**src/rtl/uart_rx_pkg.sv**
```systemverilog
// Shared definitions for the UART receive path: FSM state encoding and
// oversampling constants used by the controller and its sibling blocks.
package uart_rx_pkg;

  typedef enum logic [2:0] {
    IDLE   = 3'd0,
    START  = 3'd1,
    DATA   = 3'd2,
    PARITY = 3'd3,
    STOP   = 3'd4,
    DONE   = 3'd5
  } state_t;

  localparam int PRESCALE           = 8;
  localparam int SAMPLE_STROBE_EDGE = 6;
  localparam int DATA_WIDTH_DEF     = 8;

endpackage

```
**src/rtl/uart_rx_fsm.sv**
```systemverilog
// UART receive controller: sequences start/data/parity/stop bits using the
// external edge/bit counters and reports each frame as valid or errored.
module uart_rx_fsm
  import uart_rx_pkg::*;
#(
  parameter int DATA_WIDTH = DATA_WIDTH_DEF
) (
  input  logic       clk,
  input  logic       rst,
  input  logic       rx_in,
  input  logic       par_en,
  input  logic [2:0] edge_cnt,
  input  logic [3:0] bit_cnt,
  input  logic       strt_glitch,
  input  logic       par_err,
  input  logic       stp_err,
  output logic       cnt_enable,
  output logic       dat_samp_en,
  output logic       deser_en,
  output logic       strt_chk_en,
  output logic       par_chk_en,
  output logic       stp_chk_en,
  output logic       data_valid,
  output logic       frame_err,
  output logic       busy
);

  state_t state;
  state_t next_state;
  logic   par_en_q;
  logic   strt_glitch_q;
  logic   par_err_q;
  logic   stp_err_q;
  logic   last_edge;
  logic   strobe_edge;
  logic   enter_start;

  assign last_edge   = (edge_cnt == 3'(PRESCALE - 1));
  assign strobe_edge = (edge_cnt == 3'(SAMPLE_STROBE_EDGE));
  assign enter_start = (next_state == START) && (state != START);

  // State register
  always_ff @(posedge clk or negedge rst) begin
    if (!rst) begin
      state <= IDLE;
    end else begin
      state <= next_state;
    end
  end

  // Next-state decode; bit_cnt is only consulted on the last data bit
  always_comb begin
    next_state = state;
    case (state)
      IDLE: begin
        if (!rx_in) next_state = START;
        else        next_state = IDLE;
      end
      START: begin
        if (last_edge) next_state = strt_glitch_q ? IDLE : DATA;
        else           next_state = START;
      end
      DATA: begin
        if (last_edge && (bit_cnt == 4'(DATA_WIDTH))) next_state = par_en_q ? PARITY : STOP;
        else                                          next_state = DATA;
      end
      PARITY: begin
        if (last_edge) next_state = STOP;
        else           next_state = PARITY;
      end
      STOP: begin
        if (last_edge) next_state = DONE;
        else           next_state = STOP;
      end
      DONE: begin
        if (!rx_in) next_state = START;
        else        next_state = IDLE;
      end
      default: next_state = IDLE;
    endcase
  end

  // Output decode from registered state; strobes fire once per bit after the majority samples
  always_comb begin
    cnt_enable  = 1'b0;
    dat_samp_en = 1'b0;
    deser_en    = 1'b0;
    strt_chk_en = 1'b0;
    par_chk_en  = 1'b0;
    stp_chk_en  = 1'b0;
    data_valid  = 1'b0;
    frame_err   = 1'b0;
    busy        = (state != IDLE);
    case (state)
      START, DATA, PARITY, STOP: begin
        cnt_enable  = 1'b1;
        dat_samp_en = 1'b1;
        strt_chk_en = strobe_edge && (state == START);
        deser_en    = strobe_edge && (state == DATA);
        par_chk_en  = strobe_edge && (state == PARITY);
        stp_chk_en  = strobe_edge && (state == STOP);
      end
      DONE: begin
        data_valid = !(par_err_q | stp_err_q);
        frame_err  = par_err_q | stp_err_q;
      end
      default: begin
        busy = (state != IDLE);
      end
    endcase
  end

  // Per-frame flags: cleared and par_en captured on every entry to START
  always_ff @(posedge clk or negedge rst) begin
    if (!rst) begin
      par_en_q      <= 1'b0;
      strt_glitch_q <= 1'b0;
      par_err_q     <= 1'b0;
      stp_err_q     <= 1'b0;
    end else if (enter_start) begin
      par_en_q      <= par_en;
      strt_glitch_q <= 1'b0;
      par_err_q     <= 1'b0;
      stp_err_q     <= 1'b0;
    end else begin
      if (strt_chk_en) strt_glitch_q <= strt_glitch;
      if (par_chk_en)  par_err_q     <= par_err & par_en_q;
      if (stp_chk_en)  stp_err_q     <= stp_err;
    end
  end

endmodule

```
**config.mk**
```make
export PLATFORM = sky130hd
export DESIGN_NAME = uart_rx_fsm
export DESIGN_NICKNAME = d
export VERILOG_FILES = /design/src/rtl/uart_rx_pkg.sv /design/src/rtl/uart_rx_fsm.sv
export SDC_FILE = /design/constraint.sdc
export NUM_CORES = 1
export LEC_CHECK = 0
export ABC_AREA = 1
export BUFFER_PORTS_ARGS = -buffer_cell sky130_fd_sc_hd__clkbuf_2
export CAP_MARGIN = 25
export CORE_AREA = 2 2 39 41
export DETAILED_ROUTE_END_ITERATION = 8
export DIE_AREA = 0 0 41 43
export PLACE_DENSITY = 0.69
export SLEW_MARGIN = 20
export SYNTH_ARGS = -nofsm -noshare
export SYNTH_HDL_FRONTEND = slang
export SYNTH_SLANG_ARGS = --single-unit
```
**constraint.sdc**
```tcl
create_clock -name clk -period 1.4 [get_ports clk]
set_clock_uncertainty 0.15 [all_clocks]
set_input_delay 0.14 -clock clk [delete_from_list [all_inputs] [get_ports clk]]
set_output_delay 0.14 -clock clk [all_outputs]
set_load 0.02 [all_outputs]
```
# After elaboration in Yosys (flattened, before gate mapping)
# Cells that the tools add are included.
[totals]
reg_bits = 7
latchBits = 0
mem_bits_rw = 0
mem_bits_ro = 0
input_bits = 14
output_inout_bits = 9
elab_cells = 52
n_memories = 0
[op_classes]
n_addsub = 0
n_mul = 0
div = 0
order_cmp = 0
eq_ne = 10
shifts = 0
n_mux = 21
bitwise_logic = 2
reduce_logical = 14
[ops]
columns = ["cell", "n"]
rows = [
  ["1-bit two-way mux", 15],
  ["3-bit case mux with 5 select lines", 1],
  ["3-bit == test (second input constant)", 4],
  ["3-bit two-way mux", 3],
  ["3-bit by 1-bit == test with 1-bit output (second input constant)", 2],
  ["3-bit by 2-bit == test with 1-bit output (second input constant)", 2],
  ["1-bit logical AND", 6],
  ["2-bit nonzero test", 3],
  ["4-bit == test (second input constant)", 1],
  ["2-bit two-way mux", 2],
  ["4-bit OR reduction", 1],
  ["3-bit logical NOT", 1],
  ["3-bit by 1-bit != test with 1-bit output (second input constant)", 1],
  ["3-bit nonzero test", 1],
  ["2-bit OR reduction", 1],
  ["1-bit AND", 1],
  ["1-bit logical NOT", 1],
  ["1-bit bitwise OR", 1],
]

# Longest topological paths before layout
[depth]
ltp_word = 7
ltp_mapped = 7

# Worst setup path before layout
# Ideal clock, no wire load.
[synth_timing]
path_kind = "reg-to-output"
startpoint = "register state[2]"
endpoint = "output port dat_samp_en"
arrival_time_ns = 1.087
slack_ns = 0.023
path_stages_with_launch = 5
path_cell_list = "dfrtp_1 -> inv_2 -> nand3_1 -> nand4_1 -> buf_4"
[synth_between]
elab_chain_cells = 3
elab_cells_between_ends = 6
classes_between = "4 x eq/ne; 1 x mux; 1 x reduce/logical"
[synth_rtl]
columns = ["item", "line", "source"]
rows = [
  ["start, declared", "uart_rx_fsm.sv:28", "state_t state;"],
  ["start signal, assigned", "uart_rx_fsm.sv:47", "state <= next_state;"],
  ["3-bit by 1-bit == test with 1-bit output (tied with other cells)", "-", ""],
  ["4-bit OR reduction *", "-", ""],
  ["1-bit two-way mux *", "-", ""],
  ["end, declared", "uart_rx_fsm.sv:18", "output logic dat_samp_en,"],
]
# Mark *: on every way between the ends. The rest lies on a longest branch, timed or not.

# Final worst setup path
[layout_timing]
startpoint = "register state[2]"
endpoint = "output port par_chk_en"
[layout_between]
elab_chain_cells = 3
elab_cells_between_ends = 7
classes_between = "4 x eq/ne; 1 x mux; 2 x reduce/logical"
[layout_rtl]
columns = ["item", "line", "source"]
rows = [
  ["3-bit by 1-bit == test with 1-bit output (tied with other cells)", "uart_rx_fsm.sv:94", "case (state)"],
  ["4-bit OR reduction or 1-bit logical AND (tied branches)", "uart_rx_fsm.sv:94, uart_rx_fsm.sv:100", ""],
  ["1-bit two-way mux *", "uart_rx_fsm.sv:94", ""],
  ["end, declared", "uart_rx_fsm.sv:21", "output logic par_chk_en,"],
]
# Marked as above.

==> qor.yml <==
slowest_stage: "dfrtp_1"
drc: 0
max_freq_ghz: 0.640
antenna_cells: 0
synthTopCellsByArea: "dfrtp_1 (35%), nand2_1 (13%), nand3_1 (10%)"
grt_pass1_wl_um: 2330
synth.distinct_cells: 16
grt_max_degree: 8
drt_iter0_drc: 34
final_max_slew_viol_count: 0
fin_crit_ns: 1.56
core_mm2: 0.00138
numPortBuffers: 22
hold_viol_final: 0
drive_gt1_share_pct: 48.7
fin_crit_sh_pct: 112
cp_top_family: "flip-flops"
worstReg2RegStart: "state[2]"
crit_buf_inv: 2
cp-end-kind: "output port"
fin_ws_ns: -0.164
whs_ns: 0.0278
pin_count: 23
antenna_found_initial: 0
worstPathCellList: "inv_2 -> nand3_2 -> nor2_4 -> clkbuf_2"
slowest_delay_ns: 0.40
nets: 132
syn_inst: 76
syn_area_per_cell_um2: 6.57
clkLatencyLatePin_ns: 0.26
holdCritStartpoint: "rx_in"
wire_per_inst_um: 12.7
die_height_um: 43
grt_overflow: 0
worstMarginPinSlew_ns: 0.215
postPlaceCellArea_um2: 622
postSynthNetCount: 90
cts_made_buffers: 3
synth_top_area_share_pct: 35.1
violations: "setup timing"
peakVddDrop_mv: 0.701
numClockSinks: 7
final_common_cell: "nand2_1"
die_w_um: 41
powerDensity_mw_per_mm2: 1530
synth_warnings: 0
grt_usage_pct: 20.2
wl_um: 1690
dp_hpwl_um: 893
syn_area_um2: 499
rsz0062_at_grt: "yes"
path_clk_slew_ns: 0.06
worstPathArrival_ns: 1.27
setup-tns-final_ns: -1.16
avgViaCountPerCell: 4.90
first_global_vias: 584
first_pass_iters: 7
slew_headroom_pct: 85.7
fill_cells: 118
stdcell_area_um2: 872
finalSetupViolCount: 9
dieArea_mm2: 0.00176
maxCapViolCount: 0
worstSetupStartpointType: "flop"
cts_tree: "built"
dr_total_vias: 652
gp_congestion: 0.819
crit_fanout: 4
layout_common_cells: "nand2_1 (16), clkbuf_2 (14), nor2_1 (13)"
yosys_register_bits: 7
path_class: "reg -> out"
cts-root-buf: "clkbuf_4"
crit_start: "state[2]"
hp-class: "in -> reg"
rows: 14
cts-htree-levels: 1
dp_cells: 113
area_growth_pct: 74.7
p_leak_nw: 0.484
yosys.area.top_type: "dfrtp_1"
outcome: "finished with violations"
crit_required_ns: 1.11
start_util_pct: 36.1
synth_seq_area_share_pct: 35.1
final-instance-count-excl-fill: 133
clk_path_buf_depth: 2
ant_nets: 0
[final timing paths]
path / end / slack, ns / cells past startpoint
max reg2reg: stp_err_q / 0.01 / 8
max in group asynchronous: state[1] / 0.78 / 2
min in group asynchronous: state[0] / 0.13 / 2
min: par_en_q / 0.03 / 4
max: par_chk_en / -0.16 / 4
min reg2reg: par_en_q / 0.35 / 2
[final cells by class]
type	instances	area, um2	share of cell area [%]
Multi-Input combinational cell	54	300	34.4
Clock buffer	4	26.3	3.01
Sequential cell	7	178	20.4
Tap cell	16	20.0	2.30
Inverter	14	52.6	6.03
Timing Repair Buffer	38	295	33.9
[stage by stage]
stage / total power, W / util, % / worst slack, ns
global placement: 0.000813 / 44.9 / 0.112
global route: 0.00140 / 63.0 / -0.200
detailed placement: 0.000819 / 44.9 / 0.106
floorplan: 0.000704 / - / 0.0232
CTS: 0.00111 / 57.0 / -0.121
finish: 0.00133 / 63.0 / -0.164
[power breakdown]
group          switching, W  total (W)  internal (W)
Sequential        0.0000833   0.000351      0.000268
Combinational      0.000422   0.000786      0.000364
Clock             0.0000869   0.000197      0.000110
[cell families (layout without fill, tap and decap cells)]
family | Yosys count | in the layout | synth area share (%)
AO/OA/AOI/OAI | 2 | 2 | 2.00
buffers and inverters | 15 | 56 | 12.0
flip-flops | 7 | 7 | 35.1
AND/OR/NAND/NOR | 52 | 52 | 50.9
[state kept, by name (all words and copies together) (netlist names)]
signal	cells
par_en_q	1
par_err_q	1
state	3
stp_err_q	1
strt_glitch_q	1
[timing repair]
item	CTS	global route
hold buffers	5	0
resized for setup	14	18
pin swaps	3	3
hold endpoints to repair	11	0
buffers inserted	6	5
setup endpoints to repair	8	11
[cells in the mapped netlist]
library cell / instances
nand2_1: 17
nor2_4: 1
inv_1: 11
nand2_2: 4
a21oi_1: 1
nand2_4: 1
nor2_2: 1
o21ai_0: 1
buf_4: 1
nand3_1: 10
dfrtp_1: 7
nor3_1: 1
nor2_1: 13
nand3_2: 2
inv_2: 3
nand4_1: 2
[worst register-to-register path, delay by kind of cell, from the launching register on]
kind	cells	cell delay, ns
AND/OR/NAND/NOR	5	0.39
buffers and inverters	3	0.33
flip-flops	1	0.40
[per-layer routing]
layer	up-vias	global-route usage (%)	wire, um
met1	290	20.6	600
met2	38	33.8	930
met5	-	0	0
met4	0	15.3	59
li1	316	-	-
met3	8	3.14	102
Power figures use the tool's default switching activity.
